### src/rtl/tube_chan_fifo.sv
// rtl/tube_chan_fifo.sv - parametrised Tube data channel FIFO with threshold, sticky flags and irq
module tube_chan_fifo #(
    parameter int DATA_W = 8,
    parameter int DEPTH  = 24,
    parameter int CNT_W  = $clog2(DEPTH + 1)
) (
    input  logic              clk,
    input  logic              h_rst_b,
    input  logic              soft_clr,
    input  logic              wr_en,
    input  logic [DATA_W-1:0] wr_data,
    input  logic              rd_en,
    output logic [DATA_W-1:0] rd_data,
    input  logic [CNT_W-1:0]  thresh,
    input  logic              irq_en,
    input  logic              flag_clr,
    output logic [CNT_W-1:0]  count,
    output logic              avail,
    output logic              not_full,
    output logic              empty,
    output logic              overrun,
    output logic              underrun,
    output logic              irq
);
    localparam int PTR_W = (DEPTH > 1) ? $clog2(DEPTH) : 1;
    localparam logic [PTR_W-1:0] LAST_PTR = PTR_W'(DEPTH - 1);
    localparam logic [CNT_W-1:0] FULL_CNT = CNT_W'(DEPTH);

    logic [DATA_W-1:0] mem [DEPTH];
    logic [PTR_W-1:0]  wp;
    logic [PTR_W-1:0]  rp;
    logic              wa;
    logic              ra;
    logic [CNT_W-1:0]  eff_thresh;

    // A read frees a slot in the same cycle, so a full FIFO still accepts a write alongside it.
    assign ra = rd_en && (count != '0);
    assign wa = wr_en && ((count < FULL_CNT) || ra);

    always_comb begin
        eff_thresh = thresh;
        if (thresh == '0)
            eff_thresh = CNT_W'(1);
        else if (thresh > FULL_CNT)
            eff_thresh = FULL_CNT;
    end

    assign rd_data  = mem[rp];
    assign avail    = (count >= eff_thresh);
    assign not_full = (count < FULL_CNT);
    assign empty    = (count == '0);
    assign irq      = irq_en && avail;

    always_ff @(posedge clk) begin
        if (wa && !soft_clr)
            mem[wp] <= wr_data;
    end

    always_ff @(posedge clk or negedge h_rst_b) begin
        if (!h_rst_b) begin
            wp    <= '0;
            rp    <= '0;
            count <= '0;
        end else if (soft_clr) begin
            wp    <= '0;
            rp    <= '0;
            count <= '0;
        end else begin
            if (wa)
                wp <= (wp == LAST_PTR) ? '0 : wp + PTR_W'(1);
            if (ra)
                rp <= (rp == LAST_PTR) ? '0 : rp + PTR_W'(1);
            if (wa && !ra)
                count <= count + CNT_W'(1);
            else if (ra && !wa)
                count <= count - CNT_W'(1);
        end
    end

    // A set event in the same cycle as flag_clr keeps the flag set.
    always_ff @(posedge clk or negedge h_rst_b) begin
        if (!h_rst_b) begin
            overrun  <= 1'b0;
            underrun <= 1'b0;
        end else if (soft_clr) begin
            overrun  <= 1'b0;
            underrun <= 1'b0;
        end else begin
            if (wr_en && !wa)
                overrun <= 1'b1;
            else if (flag_clr)
                overrun <= 1'b0;
            if (rd_en && !ra)
                underrun <= 1'b1;
            else if (flag_clr)
                underrun <= 1'b0;
        end
    end
endmodule

### config.mk
export PLATFORM = sky130hd
export DESIGN_NAME = tube_chan_fifo
export DESIGN_NICKNAME = d
export VERILOG_FILES = /design/src/rtl/tube_chan_fifo.sv
export SDC_FILE = /design/constraint.sdc
export NUM_CORES = 1
export LEC_CHECK = 0
export ABC_AREA = 1
export ABC_CLOCK_PERIOD_IN_PS = 2400
export BUFFER_PORTS_ARGS = -buffer_cell sky130_fd_sc_hd__buf_2
export CAP_MARGIN = 15
export CELL_PAD_IN_SITES_DETAIL_PLACEMENT = 0
export CELL_PAD_IN_SITES_GLOBAL_PLACEMENT = 1
export CORE_MARGIN = 2
export CORE_UTILIZATION = 40
export DETAILED_ROUTE_END_ITERATION = 6
export HOLD_SLACK_MARGIN = 0.08
export PLACE_DENSITY_LB_ADDON = 0.1
export SLEW_MARGIN = 30
export SYNTH_ARGS = -nofsm -noshare
export SYNTH_HDL_FRONTEND = slang
export SYNTH_SLANG_ARGS = --single-unit
### constraint.sdc
create_clock -name clk -period 2.4 [get_ports clk]
set_clock_uncertainty 0.05 [all_clocks]
set_input_delay 0.24 -clock clk [delete_from_list [all_inputs] [get_ports clk]]
set_output_delay 0.24 -clock clk [all_outputs]
set_load 0.01 [all_outputs]
* After elaboration in Yosys (flattened, before gate mapping)
Memory sizes are Yosys's and may differ from the RTL's. Index checks and enable logic that the tools add are counted.
Storage, ports and cells: flip-flop bits (word level) 17, latch bits 0, memory bits (writable) 192, memory bits (read-only) 0, memories 1
Memories:
- mem | words 24, bits a word 8, rd ports 1, clocked after memory_dff 0, write ports 1, line 29 | logic [DATA_W-1:0] mem [DEPTH];
Cells by class: add/sub/neg operators 4, $mul 0, divide/modulo/power cells 0, order comparisons 3, equality and inequality tests 2, shifts and indexed selects 0, muxes and demuxes 18, bitwise logic cells 0, reductions and logical operators 20
Operators with widths (count):
- two-way mux 5 bit | 11
- adder 5 x 1 -> 5 bit (second input constant) | 3
- equality test 5 bit (second input constant) | 2
- zero test 5 bit | 2
- nonzero test 3 bit | 3
- logical AND 1 bit | 8
- two-way mux 1 bit | 7
- greater-or-equal comparator 5 bit | 1
- > comparator 5 bit (second input constant) | 1
- less-than comparator 5 bit (second input constant) | 1
- nonzero test 5 bit | 1
- subtractor 5 x 1 -> 5 bit (second input constant) | 1
- nonzero test 2 bit | 2
- zero test 1 bit | 3
- logical OR 1 bit | 1

* Depth between registers and ports, before layout
Gate-level depths: netlist (run 1).
depth in word-level cells 9, mapped depth 13, mapped depth without buffers 13

* Worst setup path after synthesis (run 1)
OpenSTA, ideal clock, no wires.
path kind register to register, start point reg count[1], end point reg count[4], library setup time 0.117 ns, data arrival time 1.855 ns, required time 2.233 ns, path slack 0.378 ns, stages on the path, launching flop included 14, clock period less this slack 2.022 ns, path through dfrtp_1 -> nor2_1 -> nand3_2 -> nand2_2 -> nand2_4 -> fa_1 -> nand3_1 -> nand2_1 -> nand2_1 -> nand2_1 -> nand3_1 -> nand2_1 -> nand2_1 -> nand2_1
Between the ends: longest elaborated chain between the ends 7, elaborated cells on any way between the ends 15, classes of those cells add/sub: 2; order compare: 1; mux: 3; reduce/logical: 9
Ends and longest elaborated chain:
- start: declaration | line 17 | output logic [CNT_W-1:0] count,
- start signal: assignment | line 74 | count <= count + CNT_W'(1);
- start signal: assignment | line 76 | count <= count - CNT_W'(1);
- parallel branches: the longest is 7 deep, another holds less-than comparator 5 bit
Parallel ways; which one is timed is not known. The select of a mux whose other input is x is not followed. A chain may end at the register's enable or synchronous reset.

* Worst setup path in the final report (run 1)
start point reg rp[0], end point out rd_data[4]
Between the ends: longest elaborated chain between the ends 1
Ends and longest elaborated chain:
- start: declaration | line 31 | logic [PTR_W-1:0] rp;
- start signal: assignment | line 72 | rp <= (rp == LAST_PTR) ? '0 : rp + PTR_W'(1);
- memory (24 x 8 bit)
- end: declaration | line 13 | output logic [DATA_W-1:0] rd_data,
No other way between the ends.

==> metrics.md, run 1 <==
| Metric | Value |
|---|---|
| Core Util, Final | 0.501 |
| Max clock buf depth | 3 |
| Slowest stage delay, CP | 0.54 ns |
| Setup Viol. Count Final | 8 |
| Area of the core | 23300 sq um |
| Rel. slew slack | 0.573 |
| Wire per inst | 19.2 microns |
| Iteration-0 DRC Markers | 543 |
| Largest net degree at the start of global routing | 38 |
| Slew Viols, Final | 0 |
| Commonest non-fill, non-tap cell in the layout | nand2_1 |
| NetSw | 3.66 mW |
| Leading area contributor after synthesis | edfxtp_1 |
| Top FF cell, synth | edfxtp_1 |
| Die W | 157 microns |
| Startpoint of the worst-slack reg-to-reg timing path | count[3]$_DFFE_PN0P_ |
| Worst slew pin tran | 0.640 ns |
| TritonCTS clock tree | built |
| Hold Fails Final Rpt | 0 |
| Clock network fraction of total power | 0.316 |
| Syn Area/Cell | 10.5 sq um |
| Internal Pwr Total | 7.76 mW |
| Clk sinks | 209 |
| Reg2reg path depth | 13 |
| Sequential share of power | 0.363 |
| Crit path kind | register to output pin |
| First-pass GRT wire length | 37200 microns |
| Pwr per Cell Area | 981 nW/um^2 |
| Routed vias | 6597 |
| Status | finished, violations left |
| CP required | 2.11 ns |
| Initial antenna violation count | 1 |
| FP Rows | 56 |
| CP delay by family, top | simple AND/OR/NAND/NOR gates |
| Share of cells above drive strength 1 | 0.215 |
| Vias per std cell | 5.00 |
| Worst Hold Class | input pin to async pin |
| Arrival time at the worst endpoint | 2.18 ns |
| Total GRT Usage | 0.200 |
| Max frequency | 405 MHz |
| Antenna Nets Post-Route | 0 |
| Sequential fraction of the synthesis area | 0.661 |
| Gpl congestion | 0.797 |
| Buffers on Ports | 38 |
| Slowest CP cell | dfrtp_4 |
| Total CTS buffers | 23 |
| # IOs | 39 |
| CP bufs+invs | 3 |
| Post-Syn Nets | 929 |
| RSZ-0062 raised after global routing | yes |
| FF+latch count, synth | 209 |
| Ys Warns | 0 |
| Dpl cells | 1250 |
| PnR worst setup slack | -0.0704 ns |
| Yosys cell types | 33 |
| Ranking of synthesized cells by area | edfxtp_1, nand2_1, nand3_1, inv_1, dfrtp_1 |
| Grt ovf | 0 |
| Most frequent cells in the layout | nand2_1, edfxtp_1, inv_1 |
| Reg-to-Reg End | count[4]$_DFFE_PN0P_ |
| Nets | 1019 |
| Crit. End Element | output pin |
| Mapped Cells | 894 |
| Post-synth EDFFs | 192 |
| Vias in the first global route | 6452 |
| Failing checks | setup timing |
| Drt first pass iters | 5 |
| Peak VDD IR | 0.000571 V |
| Fin crit share | 1.03 |
| Die Span Y | 157 microns |
| Worst-path cell chain | buf_12, clkbuf_16, nand2_2, nand3_2, nand3_2, nand3_2, nand2_2, nand2_1, nand2_1, buf_2 |
| Final wirelength | 25400 microns |
| Critical Path Source Type | register |
| DRC viols | 0 |
| Layout Area Growth over Synthesis | 24.3% |
| Post-Layout Cell Count | 1319 |
| Leak Pwr | 4.75 nW |
| Die ar. | 24700 sq um |
| CTS clk-pin slew, worst paths | 0.06 ns |
| FFs w/ async S/R, synth | 0.0813 |
| CP Max Fanout | 12 |
| Root buf cell | clkbuf_16 |
| Initial Utilization | 0.403 |
| Combinational power share | 0.321 |
| Most used cell along the critical path | nand3_2 |
| Tmin final | 2.47 ns |
| Reg-to-reg setup timing slack | 0.20 ns |
| Syn Std Cell Area | 9370 sq um |
| Detailed Place HPWL | 14500 microns |
| H-tree depth | 1 |
| Post-synth top area share | 0.615 |
| Switch share | 0.320 |
| Skew-Pair Late Insertion Delay | 0.52 ns |
| Max-cap viol count | 0 |
## synthesized netlist by cell type, drive strengths merged (3+ instances only)
cell and count:
nand2 224, edfxtp 192, inv 120, nand3 119, nor2 79, o21ai 42
buf 26, dfrtp 17, o211ai 16, ha 14, clkbuf 13, a21oi 11
nand4 10, xor2 3
## worst max-delay path by stage
stage,start,end,slack [ns],depth (start not counted)
after floorplan,count[1]$_DFFE_PN0P_,count[4]$_DFFE_PN0P_,0.38,13
after global placement,count[3]$_DFFE_PN0P_,count[4]$_DFFE_PN0P_,0.23,13
after detailed placement,count[3]$_DFFE_PN0P_,count[4]$_DFFE_PN0P_,0.16,13
after CTS,rp[0]$_DFFE_PN0P_,rd_data[6],-0.05,8
after global routing,rp[0]$_DFFE_PN0P_,rd_data[7],-0.15,11
final,rp[0]$_DFFE_PN0P_,rd_data[4],-0.07,10
## area by class of cell
cell class / instances / area (sq um)
fill: 2154 / 11600
sequential: 209 / 6200
multi-input combinational: 525 / 2780
timing repair buffer: 103 / 1010
clock buffer: 33 / 653
inverter: 121 / 467
tap: 319 / 399
clock inverter: 7 / 120
timing repair inverter: 1 / 6.26
antenna: 1 / 2.50
## power groups by stage
stage | clock network (mW) | registers, mW | logic [mW]
final | 3.61 | 4.14 | 3.66
after global routing | 3.80 | 4.15 | 4.00
after CTS | 3.69 | 4.14 | 3.04
after detailed placement | 0 | 4.20 | 2.71
after global placement | 0 | 4.19 | 2.70
after floorplan | 0 | 4.21 | 1.77
## state kept, by name, indices dropped and copies added (netlist names)
name      count
mem         192
wp            5
rp            5
underrun      1
overrun       1
count         5
## worst register-to-register path, stage by stage (launching register included)
cell	delay, ns
dfrtp_1	0.46
nor2_1	0.16
nand3_2	0.16
nand2_4	0.14
nand2_4	0.13
ha_1	0.35
a21oi_1	0.20
nand2_1	0.08
nand2_1	0.09
nand2_1	0.06
nand3_1	0.06
nand2_1	0.05
nand2_1	0.05
nand2_1	0.04
## cell families after synthesis
family,count (synthesis),synth area share
AOI/OAI and AO/OA,73,0.0470
buffers and inverters,160,0.0718
xor gates and xnor gates,3,0.00280
and+or+nand+nor,434,0.197
adders and majority gates,15,0.0208
DFF,209,0.661
## routing by layer
metal | wire length, microns | vias to the layer above | global-route usage
met2 | 12400 | 160 | 0.341
li1 | - | 3177 | -
met3 | 1300 | 34 | 0.0267
met4 | 495 | 0 | 0.0459
met1 | 11200 | 3226 | 0.275
met5 | 0 | - | 0
## timing repair
action	4_1_cts	5_1_grt
gates resized for setup	24	72
gates cloned	4	7
pin swaps	7	38
hold buffers	6	0
endpoints found under the setup margin	8	10
buffers inserted	5	6
hold endpoints to repair	25	0
## stage by stage
stage | hold WS, ns | total power [mW] | TNS, ns | cell area, sq um | worst slack [ns]
2_1_floorplan | -0.106 | 5.98 | 0 | 9370 | 0.378
3_3_place_gp | 0.147 | 6.89 | 0 | 10100 | 0.225
3_5_place_dp | 0.153 | 6.91 | 0 | 10100 | 0.161
4_1_cts | 0.109 | 10.9 | -0.264 | 11100 | -0.0545
5_1_grt | 0.158 | 12.0 | -1.08 | 11600 | -0.154
6_report | 0.131 | 11.4 | -0.349 | 11600 | -0.0704
No activity file was read; power rests on OpenSTA's default activity.
==> run 2, diff against run 1 <==
--- a/config.mk
+++ b/config.mk
@@ -6,7 +6,7 @@
 export NUM_CORES = 1
 export LEC_CHECK = 0
 export ABC_AREA = 1
-export ABC_CLOCK_PERIOD_IN_PS = 2400
+export ABC_CLOCK_PERIOD_IN_PS = 2760
 export BUFFER_PORTS_ARGS = -buffer_cell sky130_fd_sc_hd__buf_2
 export CAP_MARGIN = 15
 export CELL_PAD_IN_SITES_DETAIL_PLACEMENT = 0
==> constraint.sdc (replaced) <==
create_clock -name clk -period 2.76 [get_ports clk]
set_clock_uncertainty 0.05 [all_clocks]
set_input_delay 0.276 -clock clk [delete_from_list [all_inputs] [get_ports clk]]
set_output_delay 0.276 -clock clk [all_outputs]
set_load 0.01 [all_outputs]
==> metrics.md, run 2 (synthesized netlist as in run 1, its figures left out) <==
| Metric | Value |
|---|---|
| RSZ-0062 raised after global routing | no |
| Combinational power share | 0.250 (-0.071) |
| H-tree depth | 1 (unchanged) |
| Nets | 981 (-3.7%) |
| Initial antenna violation count | 0 (-1) |
| Max frequency | 387 MHz |
| Max clock buf depth | 3 (unchanged) |
| Top reg by flops | mem |
| Crit path kind | register to output pin |
| Layout Area Growth over Synthesis | 15.0% |
| Die ar. | 24700 sq um (unchanged) |
| FP Rows | 56 (unchanged) |
| Skew-Pair Late Insertion Delay | 0.52 ns (about the same) |
| Drt first pass iters | 5 (unchanged) |
| Internal Pwr Total | 6.10 mW (-21%) |
| Leak Pwr | 4.40 nW (-7.4%) |
| Vias in the first global route | 6319 (-2.1%) |
| Final wirelength | 23400 microns (-7.8%) |
| Rel. slew slack | 0.436 (-0.137) |
| Crit. End Element | output pin |
| Share of cells above drive strength 1 | 0.116 (-0.0989) |
| Gpl congestion | 0.810 (+1.6%) |
| Max-cap viol count | 0 (unchanged) |
| Vias per std cell | 4.91 (-1.8%) |
| Detailed Place HPWL | 14400 microns (-0.55%) |
| Fin crit share | 0.935 |
| CTS clk-pin slew, worst paths | 0.06 ns (about the same) |
| Commonest non-fill, non-tap cell in the layout | nand2_1 |
| Core Util, Final | 0.463 (-0.0373) |
| Most frequent cells in the layout | nand2_1, edfxtp_1, nand3_1 |
| CP required | 2.43 ns (+0.32 ns) |
| Area of the core | 23300 sq um (unchanged) |
| Clk sinks | 209 (unchanged) |
| Slew Viols, Final | 0 (unchanged) |
| NetSw | 2.85 mW (-22%) |
| Largest net degree at the start of global routing | 74 (+95%) |
| CP Max Fanout | 50 (+38) |
| First-pass GRT wire length | 36200 microns (-2.9%) |
| Critical Path Source Type | register |
| Sequential share of power | 0.402 (+0.039) |
| Worst Hold Class | input pin to register |
| CTS Hold Buffers Added | 6 (unchanged) |
| Worst slew pin tran | 0.842 ns (+0.202 ns) |
| Peak VDD IR | 0.000566 V (-0.93%) |
| Antenna Nets Post-Route | 0 (unchanged) |
| Buffers on Ports | 38 (unchanged) |
| Routed vias | 6299 (-4.5%) |
| Root buf cell | clkbuf_16 |
| Die W | 157 microns (unchanged) |
| Hold Fails Final Rpt | 0 (unchanged) |
| Diodes inserted | 0 (-1) |
| Iteration-0 DRC Markers | 420 (-23%) |
| Pwr per Cell Area | 830 nW/um^2 (-15%) |
| Post-CTS setup buffers | 0 (-5) |
| Status | finished, final reports clean |
| Max reg flops | 192 (unchanged) |
| Die Span Y | 157 microns (unchanged) |
| Initial Utilization | 0.403 (unchanged) |
| Wire per inst | 18.2 microns (-5.1%) |
| Total CTS buffers | 24 (+4.3%) |
| # IOs | 39 (unchanged) |
| Grt ovf | 0 (unchanged) |
| Tmin final | 2.58 ns |
| TritonCTS clock tree | built |
| Fin Setup TNS | 0 ns (+0.349 ns) |
| DRC viols | 0 (unchanged) |
| Setup Viol. Count Final | 0 (-8) |
| Total GRT Usage | 0.195 (-0.00481) |
| Switch share | 0.318 (-0.00223) |
| # resized after CTS | 0 (-100%) |
| Clock network fraction of total power | 0.348 (+0.032) |
| Arrival time at the worst endpoint | 2.26 ns (+0.08 ns) |
run 2: cell types whose count changed in the layout (fill, tap and decap cells not counted), moves of 5 or more:
cell     previous run  this run
buf_16              5         0
nand2_2            21         3
nand3_1            77       117
nand3_2            40         1
buf_6               7         0
nand2_1           201       220
o21ai_0            25        30
o21ai_1            16        11
nor2_1             72        77
buf_4              35        18
run 2: worst max-delay path, stage by stage, from the launching register on:
cell,delay (ns)
dfrtp_2,0.36
buf_4,0.50
nand3_1,0.16
nand3_1,0.16
nand3_1,0.10
nand2_1,0.13
nand2_1,0.09
nand2_1,0.10
buf_2,0.14
run 2: power by group through the flow:
stage	clock [mW]	sequential [mW]	combinational (mW)
global route	3.32	3.60	2.52
floorplan	0	3.66	1.54
global placement	0	3.65	2.26
CTS	3.17	3.60	2.27
finish	3.11	3.60	2.24
detailed placement	0	3.66	2.25
run 2: area by class of cell:
cell class                      instances  area (sq um)
Sequential cell                       209          6190
Fill cell                            2244         12500
Tap cell                              319           399
Multi-Input combinational cell        525          2510
Clock inverter                         11           118
Clock buffer                           32           661
Timing Repair Buffer                   65           445
Inverter                              121           454
run 2: metrics by stage:
stage	setup slack (ns)	instance area [sq um]	hold slack, ns	std cells	power, mW
after floorplan	0.738	9370	-0.0696	894	5.20
after detailed placement	0.501	9940	0.191	1233	5.92
after global placement	0.537	9940	0.188	1233	5.91
final	0.178	10800	0.153	1282	8.94
after CTS	0.142	10800	0.134	1282	9.04
after global routing	0.0237	10800	0.187	1282	9.44
run 2: per-layer routing:
layer,vias to the layer above,routed length (microns),GRT usage
li1,3099,-,-
met1,3033,10500,0.259
met4,0,362,0.0424
met5,-,0,0
met2,138,11600,0.342
met3,29,963,0.0278
run 2: path summary, 6_finish.rpt:
| path | startpoint | endpoint | slack [ns] | cells after the start |
|---|---|---|---|---|
| hold reg to reg | wp[1]$_DFFE_PN0P_ | wp[1]$_DFFE_PN0P_ | 0.59 | 2 |
| setup / recovery | rp[1]$_DFFE_PN0P_ | rd_data[4] | 0.18 | 8 |
| setup reg to reg | count[3]$_DFFE_PN0P_ | mem[15][2]$_DFFE_PP_ | 0.54 | 5 |
| hold / removal | wr_en | wp[3]$_DFFE_PN0P_ | 0.15 | 4 |
| max in group asynchronous | h_rst_b | rp[1]$_DFFE_PN0P_ | 2.14 | 2 |
| min in group asynchronous | h_rst_b | wp[3]$_DFFE_PN0P_ | 0.17 | 2 |
